<file path="src/rtl/cpu_bus_pkg.sv">
// rtl/cpu_bus_pkg.sv - shared source ids, access sizes and arbiter state encodings
package cpu_bus_pkg;

    localparam logic SRC_INST = 1'b0;
    localparam logic SRC_DATA = 1'b1;

    localparam logic [1:0] SIZE_B = 2'd0;
    localparam logic [1:0] SIZE_H = 2'd1;
    localparam logic [1:0] SIZE_W = 2'd2;

    typedef enum logic {
        ST_IDLE = 1'b0,
        ST_LOCK = 1'b1
    } arb_state_t;

endpackage

</file>
<file path="src/rtl/arb_src_fifo.sv">
// rtl/arb_src_fifo.sv - 1-bit sync FIFO remembering which source issued each in-flight access
module arb_src_fifo #(
    parameter int DEPTH = 2
) (
    input  logic clk,
    input  logic rst,
    input  logic i_push,
    input  logic i_push_src,
    input  logic i_pop,
    output logic o_head,
    output logic o_full,
    output logic o_empty
);

    localparam int CNT_W = $clog2(DEPTH + 1);
    localparam int PTR_W = (DEPTH > 1) ? $clog2(DEPTH) : 1;

    logic             r_slot [DEPTH];
    logic [PTR_W-1:0] r_wr_ptr;
    logic [PTR_W-1:0] r_rd_ptr;
    logic [CNT_W-1:0] r_count;
    logic             w_do_push;
    logic             w_do_pop;

    function automatic logic [PTR_W-1:0] next_ptr(input logic [PTR_W-1:0] p);
        return (p == PTR_W'(DEPTH - 1)) ? '0 : p + 1'b1;
    endfunction

    assign o_full    = (r_count == CNT_W'(DEPTH));
    assign o_empty   = (r_count == '0);
    assign o_head    = r_slot[r_rd_ptr];
    // A pop in the same cycle frees the slot; a pop on empty is dropped so count never underflows.
    assign w_do_push = i_push & (~o_full | i_pop);
    assign w_do_pop  = i_pop & ~o_empty;

    always_ff @(posedge clk) begin
        if (rst) begin
            r_wr_ptr <= '0;
            r_rd_ptr <= '0;
            r_count  <= '0;
        end else begin
            if (w_do_push) r_wr_ptr <= next_ptr(r_wr_ptr);
            if (w_do_pop)  r_rd_ptr <= next_ptr(r_rd_ptr);
            r_count <= r_count + CNT_W'(w_do_push) - CNT_W'(w_do_pop);
        end
    end

    always_ff @(posedge clk) begin
        if (w_do_push) r_slot[r_wr_ptr] <= i_push_src;
    end

endmodule

</file>
<file path="src/rtl/sram_bus_arbiter.sv">
// rtl/sram_bus_arbiter.sv - fetch vs load/store arbiter for one SRAM-like port with in-order return routing
// Define ARB_RR_EN for round-robin on contention; default is fixed priority with data over inst.
module sram_bus_arbiter
    import cpu_bus_pkg::*;
#(
    parameter int ADDR_W    = 32,
    parameter int DATA_W    = 32,
    parameter int MAX_OUTST = 2
) (
    input  logic              clk,
    input  logic              rst,
    input  logic              inst_req,
    input  logic [ADDR_W-1:0] inst_addr,
    output logic              inst_addr_ok,
    output logic              inst_data_ok,
    output logic [DATA_W-1:0] inst_rdata,
    input  logic              data_req,
    input  logic              data_wr,
    input  logic [1:0]        data_size,
    input  logic [3:0]        data_wstrb,
    input  logic [ADDR_W-1:0] data_addr,
    input  logic [DATA_W-1:0] data_wdata,
    output logic              data_addr_ok,
    output logic              data_data_ok,
    output logic [DATA_W-1:0] data_rdata,
    output logic              mem_req,
    output logic              mem_wr,
    output logic [1:0]        mem_size,
    output logic [3:0]        mem_wstrb,
    output logic [ADDR_W-1:0] mem_addr,
    output logic [DATA_W-1:0] mem_wdata,
    input  logic              mem_addr_ok,
    input  logic              mem_data_ok,
    input  logic [DATA_W-1:0] mem_rdata
);

    arb_state_t r_state;
    logic       r_lock_src;
    logic       w_pick;
    logic       w_sel;
    logic       w_locked;
    logic       w_push;
    logic       w_pop;
    logic       w_head;
    logic       w_full;
    logic       w_empty;

`ifdef ARB_RR_EN
    logic r_last_grant;

    always_comb begin
        w_pick = data_req ? SRC_DATA : SRC_INST;
        if (inst_req && data_req) w_pick = ~r_last_grant;
    end

    always_ff @(posedge clk) begin
        if (rst)         r_last_grant <= SRC_INST;
        else if (w_push) r_last_grant <= w_sel;
    end
`else
    assign w_pick = data_req ? SRC_DATA : SRC_INST;
`endif

    assign w_locked = (r_state == ST_LOCK);
    assign w_sel    = w_locked ? r_lock_src : w_pick;
    // Entering LOCK already required a free slot, and the count cannot grow while locked.
    assign mem_req  = w_locked | (~w_full & (inst_req | data_req));
    assign w_push   = mem_req & mem_addr_ok;
    assign w_pop    = mem_data_ok & ~w_empty;

    always_ff @(posedge clk) begin
        if (rst) begin
            r_state    <= ST_IDLE;
            r_lock_src <= SRC_INST;
        end else begin
            case (r_state)
                ST_IDLE: if (mem_req && !mem_addr_ok) begin
                    r_state    <= ST_LOCK;
                    r_lock_src <= w_sel;
                end
                ST_LOCK: if (mem_addr_ok) r_state <= ST_IDLE;
                default: r_state <= ST_IDLE;
            endcase
        end
    end

    always_comb begin
        mem_wr    = 1'b0;
        mem_size  = SIZE_W;
        mem_wstrb = 4'h0;
        mem_addr  = inst_addr;
        mem_wdata = '0;
        if (w_sel == SRC_DATA) begin
            mem_wr    = data_wr;
            mem_size  = data_size;
            mem_wstrb = data_wstrb;
            mem_addr  = data_addr;
            mem_wdata = data_wdata;
        end
    end

    assign inst_addr_ok = w_push & (w_sel == SRC_INST);
    assign data_addr_ok = w_push & (w_sel == SRC_DATA);
    assign inst_data_ok = w_pop & (w_head == SRC_INST);
    assign data_data_ok = w_pop & (w_head == SRC_DATA);
    assign inst_rdata   = mem_rdata;
    assign data_rdata   = mem_rdata;

    arb_src_fifo #(
        .DEPTH(MAX_OUTST)
    ) u_src_fifo (
        .clk       (clk),
        .rst       (rst),
        .i_push    (w_push),
        .i_push_src(w_sel),
        .i_pop     (w_pop),
        .o_head    (w_head),
        .o_full    (w_full),
        .o_empty   (w_empty)
    );

endmodule

</file>
<file path="config.mk">
export PLATFORM = sky130hd
export DESIGN_NAME = sram_bus_arbiter
export DESIGN_NICKNAME = d
export VERILOG_FILES = /design/src/rtl/cpu_bus_pkg.sv /design/src/rtl/arb_src_fifo.sv /design/src/rtl/sram_bus_arbiter.sv
export SDC_FILE = /design/constraint.sdc
export NUM_CORES = 1
export LEC_CHECK = 0
export CAP_MARGIN = 20
export CORE_AREA = 3 3 109 111
export DETAILED_ROUTE_END_ITERATION = 16
export DIE_AREA = 0 0 112 114
export PLACE_DENSITY = 0.69
export SYNTH_ARGS = -nofsm -noshare
export SYNTH_HDL_FRONTEND = slang
export SYNTH_SLANG_ARGS = --single-unit
export TNS_END_PERCENT = 10
</file>
<file path="constraint.sdc">
create_clock -name clk -period 2.1 [get_ports clk]
set_input_delay 0.42 -clock clk [delete_from_list [all_inputs] [get_ports clk]]
set_output_delay 0.42 -clock clk [all_outputs]
set_load 0.05 [all_outputs]
</file>
==> results.md <==
* Status: completed
* Post-DP HPWL at 6.419 mm
* Clock transition at the registers of the reported paths at 0.05 ns
* Number of DRC markers in iteration 0 at 50
* Post-synth EDFFs at 2
* Final period util at 99.65%
* Antenna diodes at 0
* Clock tree buffer depth at 2
* Post-synthesis net count at 331
* Crit path kind: flop to primary output
* Worst Hold Depth at 2
* Initial Utilization at 14.71%
* Post-route ant nets at 0
* Worst hold margin at 0.4939 ns
* Fin nets at 468
* Die width at 112 um
* Vias at 1,775
* Final Hold Fails at 0
* VDD IR-drop max at 0.3465 mV
* Startpoint types: flop
* FILL cells at 1,093
* Global Route Usage Sum at 11.17%
* Wire per inst at 17.99 um
* CP Cell Sequence: mux2i_4 -> buf_6 -> buf_16 -> buf_8 -> mux2_4 -> buf_8
* IO Pins at 281
* Num CTS Buffers at 3
* Cell mode on critical path: buf_8
* Max Clk Rate at 0.4779 GHz
* Hold-fix buffers, CTS at 0
* Hold path endpoint: u_src_fifo.r_wr_ptr$_SDFFE_PP0P_
* Syn. warnings at 0
* Unrepaired setup endpoints after global routing: true
* Cell with the most instances after synthesis: buf_4
* Routability cong. at 0.8044
* Initial antenna violation count at 1
* Final Instance Area at 3631 um2
* Post-synth top area cell: buf_4
* Tmin final at 2.093 ns
* Core area at 10,890 um2
* Clock Tree Root: clkbuf_8
* DRC Markers at 0
* Cell internal pwr at 1188 uW
* Slowest cell on the critical path: dfxtp_4
* GRT overflow at 0
* Sequential power share at 11.3%
* Post-synth top cells: buf_4 (64), mux2_2 (32), nor2b_1 (30)
* FP Rows at 38
* Max-cap violations at 0
* Unique cell type count in the Yosys netlist at 30
* Crit end category: primary output
* Die ar. at 12,770 um2
* Area Growth Syn to Fin at 126.7%
* Critical Path Max Stage Delay at 0.35 ns
* Finished Layout Cells at 465
* First-pass GRT wire length at 11.10 mm
* WP data required at 1.68 ns
* Least-Margin Pin Slew at 0.5348 ns
* Pwr/cell area at 614.8 nW/um2
* Switching Fraction at 46.80%
* Largest net degree at the start of global routing at 18
* Worst Path Arrival at 1.67 ns
* HP Class: flop to flop
* Yosys reg bits at 9
* Reg2reg start: u_src_fifo.r_count[1]$_SDFF_PP0_
* H-tree levels at 1
* Combinational share of power at 79.7%
* CP top delay family: multiplexers
* Vias per cell at 3.817
* Synth top area cells: buf_4 (30%), mux2_2 (22%), nor2b_1 (12%)
* Max Slew Vio Count at 0
* Vias in the first global route at 1,946
* Gate Count Post-Synth at 189
* Worst-path fanout max at 6
* Reg2Reg Setup Slack at 0.44 ns
* Length in cells of the worst reg-to-reg path at 6
* Placed Cells at 450
* Slew margin rel. at 63.97%
* Worst Clk Skew at 0.006258 ns
* Placed cell area at 3047 um2
* Clock Power Share at 9.0%
* Psw at 1045 uW
* Share of post-route cells with drive strength above 1 at 47.38%
* Avg Cell Area, Syn at 8.474 um2
* Crit path buf inv count at 4
* Seq/Total Area, Yosys at 12.50%
* IO buf count at 184
* Final setup TNS at 0 ns
* Clock tree from TritonCTS: yes
* Startpoint of the worst hold path: u_src_fifo.r_wr_ptr$_SDFFE_PP0P_
* CTS sink count at 9
* DRT Pass-1 Iters at 4
* Ys flop type: dfxtp_1
* Top-area cell type share of the netlist area at 30.00%
* Leakage at 0.001592 uW
* Routed wire length at 8.367 mm
* Die H at 114 um
* Critical R2R Capture: u_src_fifo.r_count[1]$_SDFF_PP0_
* Mapped cell area at 1602 um2
* Worst-Skew Late Latency at 0.24 ns
* FFs w/ async S/R, synth at 0%
* Final setup fails at 0
cell usage in the layout (no fill, tap or decap), drive strengths merged, types with 2 or more instances in the layout:
master / count
clkdlybuf4s50: 107
xor2: 2
mux2: 32
dfxtp: 7
a21oi: 2
nor3: 2
and2b: 10
nor2b: 30
edfxtp: 2
buf: 93
nor2: 5
nand2: 2
o21ai: 2
clkbuf: 4
inv: 6
mux2i: 3
and3: 3
power by group through the flow:
stage | sequential (uW) | combinational, uW | clock, uW
final | 253 | 1780 | 200
after CTS | 252 | 1650 | 208
after detailed placement | 255 | 1510 | 0
after global routing | 259 | 1860 | 216
after global placement | 254 | 1500 | 0
after floorplan | 249 | 1240 | 0
worst reg2reg max path: cells and delay by family (launching register included):
family / cells / cell delay (ns)
compound gates: 1 / 0.46
flops: 1 / 0.33
fa+ha+maj: 1 / 0.33
simple gates: 2 / 0.23
buf+inv: 2 / 0.20
through the flow:
step	utilization (%)	setup WS, ns	power, uW
2_1_floorplan	-	0.08403	1493
3_3_place_gp	27.98	-0.2430	1754
3_5_place_dp	27.98	-0.2455	1769
4_1_cts	30.67	-0.003855	2108
5_1_grt	33.35	-0.04095	2338
6_report	33.35	0.007293	2232
layer usage:
layer	vias to the layer above	GRT usage (%)	wire length, um
li1	823	-	-
met1	807	13.79	3261
met2	108	18.15	4275
met3	35	2.653	530
met4	2	5.769	287
met5	-	0	11
cells by family (layout without fill, tap and decap cells):
logic type | count (synthesis) | in the layout | share of synthesized area [%]
buf+inv | 77 | 213 | 34.45
simple gates | 58 | 58 | 22.97
mux | 35 | 35 | 25.16
flops | 9 | 9 | 12.50
compound gates | 7 | 7 | 3.047
xor+xnor | 2 | 2 | 1.094
fa+ha+maj | 1 | 1 | 0.7811
how the worst max path moves through the flow:
stage	start	end	slack [ns]	depth (start not counted)
6_report	r_state$_SDFF_PP0_	mem_addr[13]	0.007	6
4_1_cts	r_state$_SDFF_PP0_	mem_addr[25]	-0.004	5
2_1_floorplan	u_src_fifo.r_count[1]$_SDFF_PP0_	data_addr_ok	0.08	4
5_1_grt	r_state$_SDFF_PP0_	mem_wdata[29]	-0.04	7
3_3_place_gp	data_req	mem_addr[25]	-0.24	5
3_5_place_dp	data_req	mem_addr[25]	-0.25	5
repair_timing:
item | 4_1_cts | 5_1_grt
cloned | 2 | 1
pin swaps | 0 | 0
setup endpoints to repair | 71 | 61
buffers inserted | 8 | 0
gates resized for setup | 37 | 73
cell type report:
cell class                 count  area, um2  share of cell area (%)
multi-input combinational    103      947.2                   26.09
clock buffer                   3      41.29                   1.137
tap                          140      175.2                   4.824
sequential                     9      203.9                   5.617
inverter                       6      22.52                  0.6203
clock inverter                 1      5.005                  0.1378
timing repair buffer         203       2236                   61.58
Power figures use the tool's default switching activity.
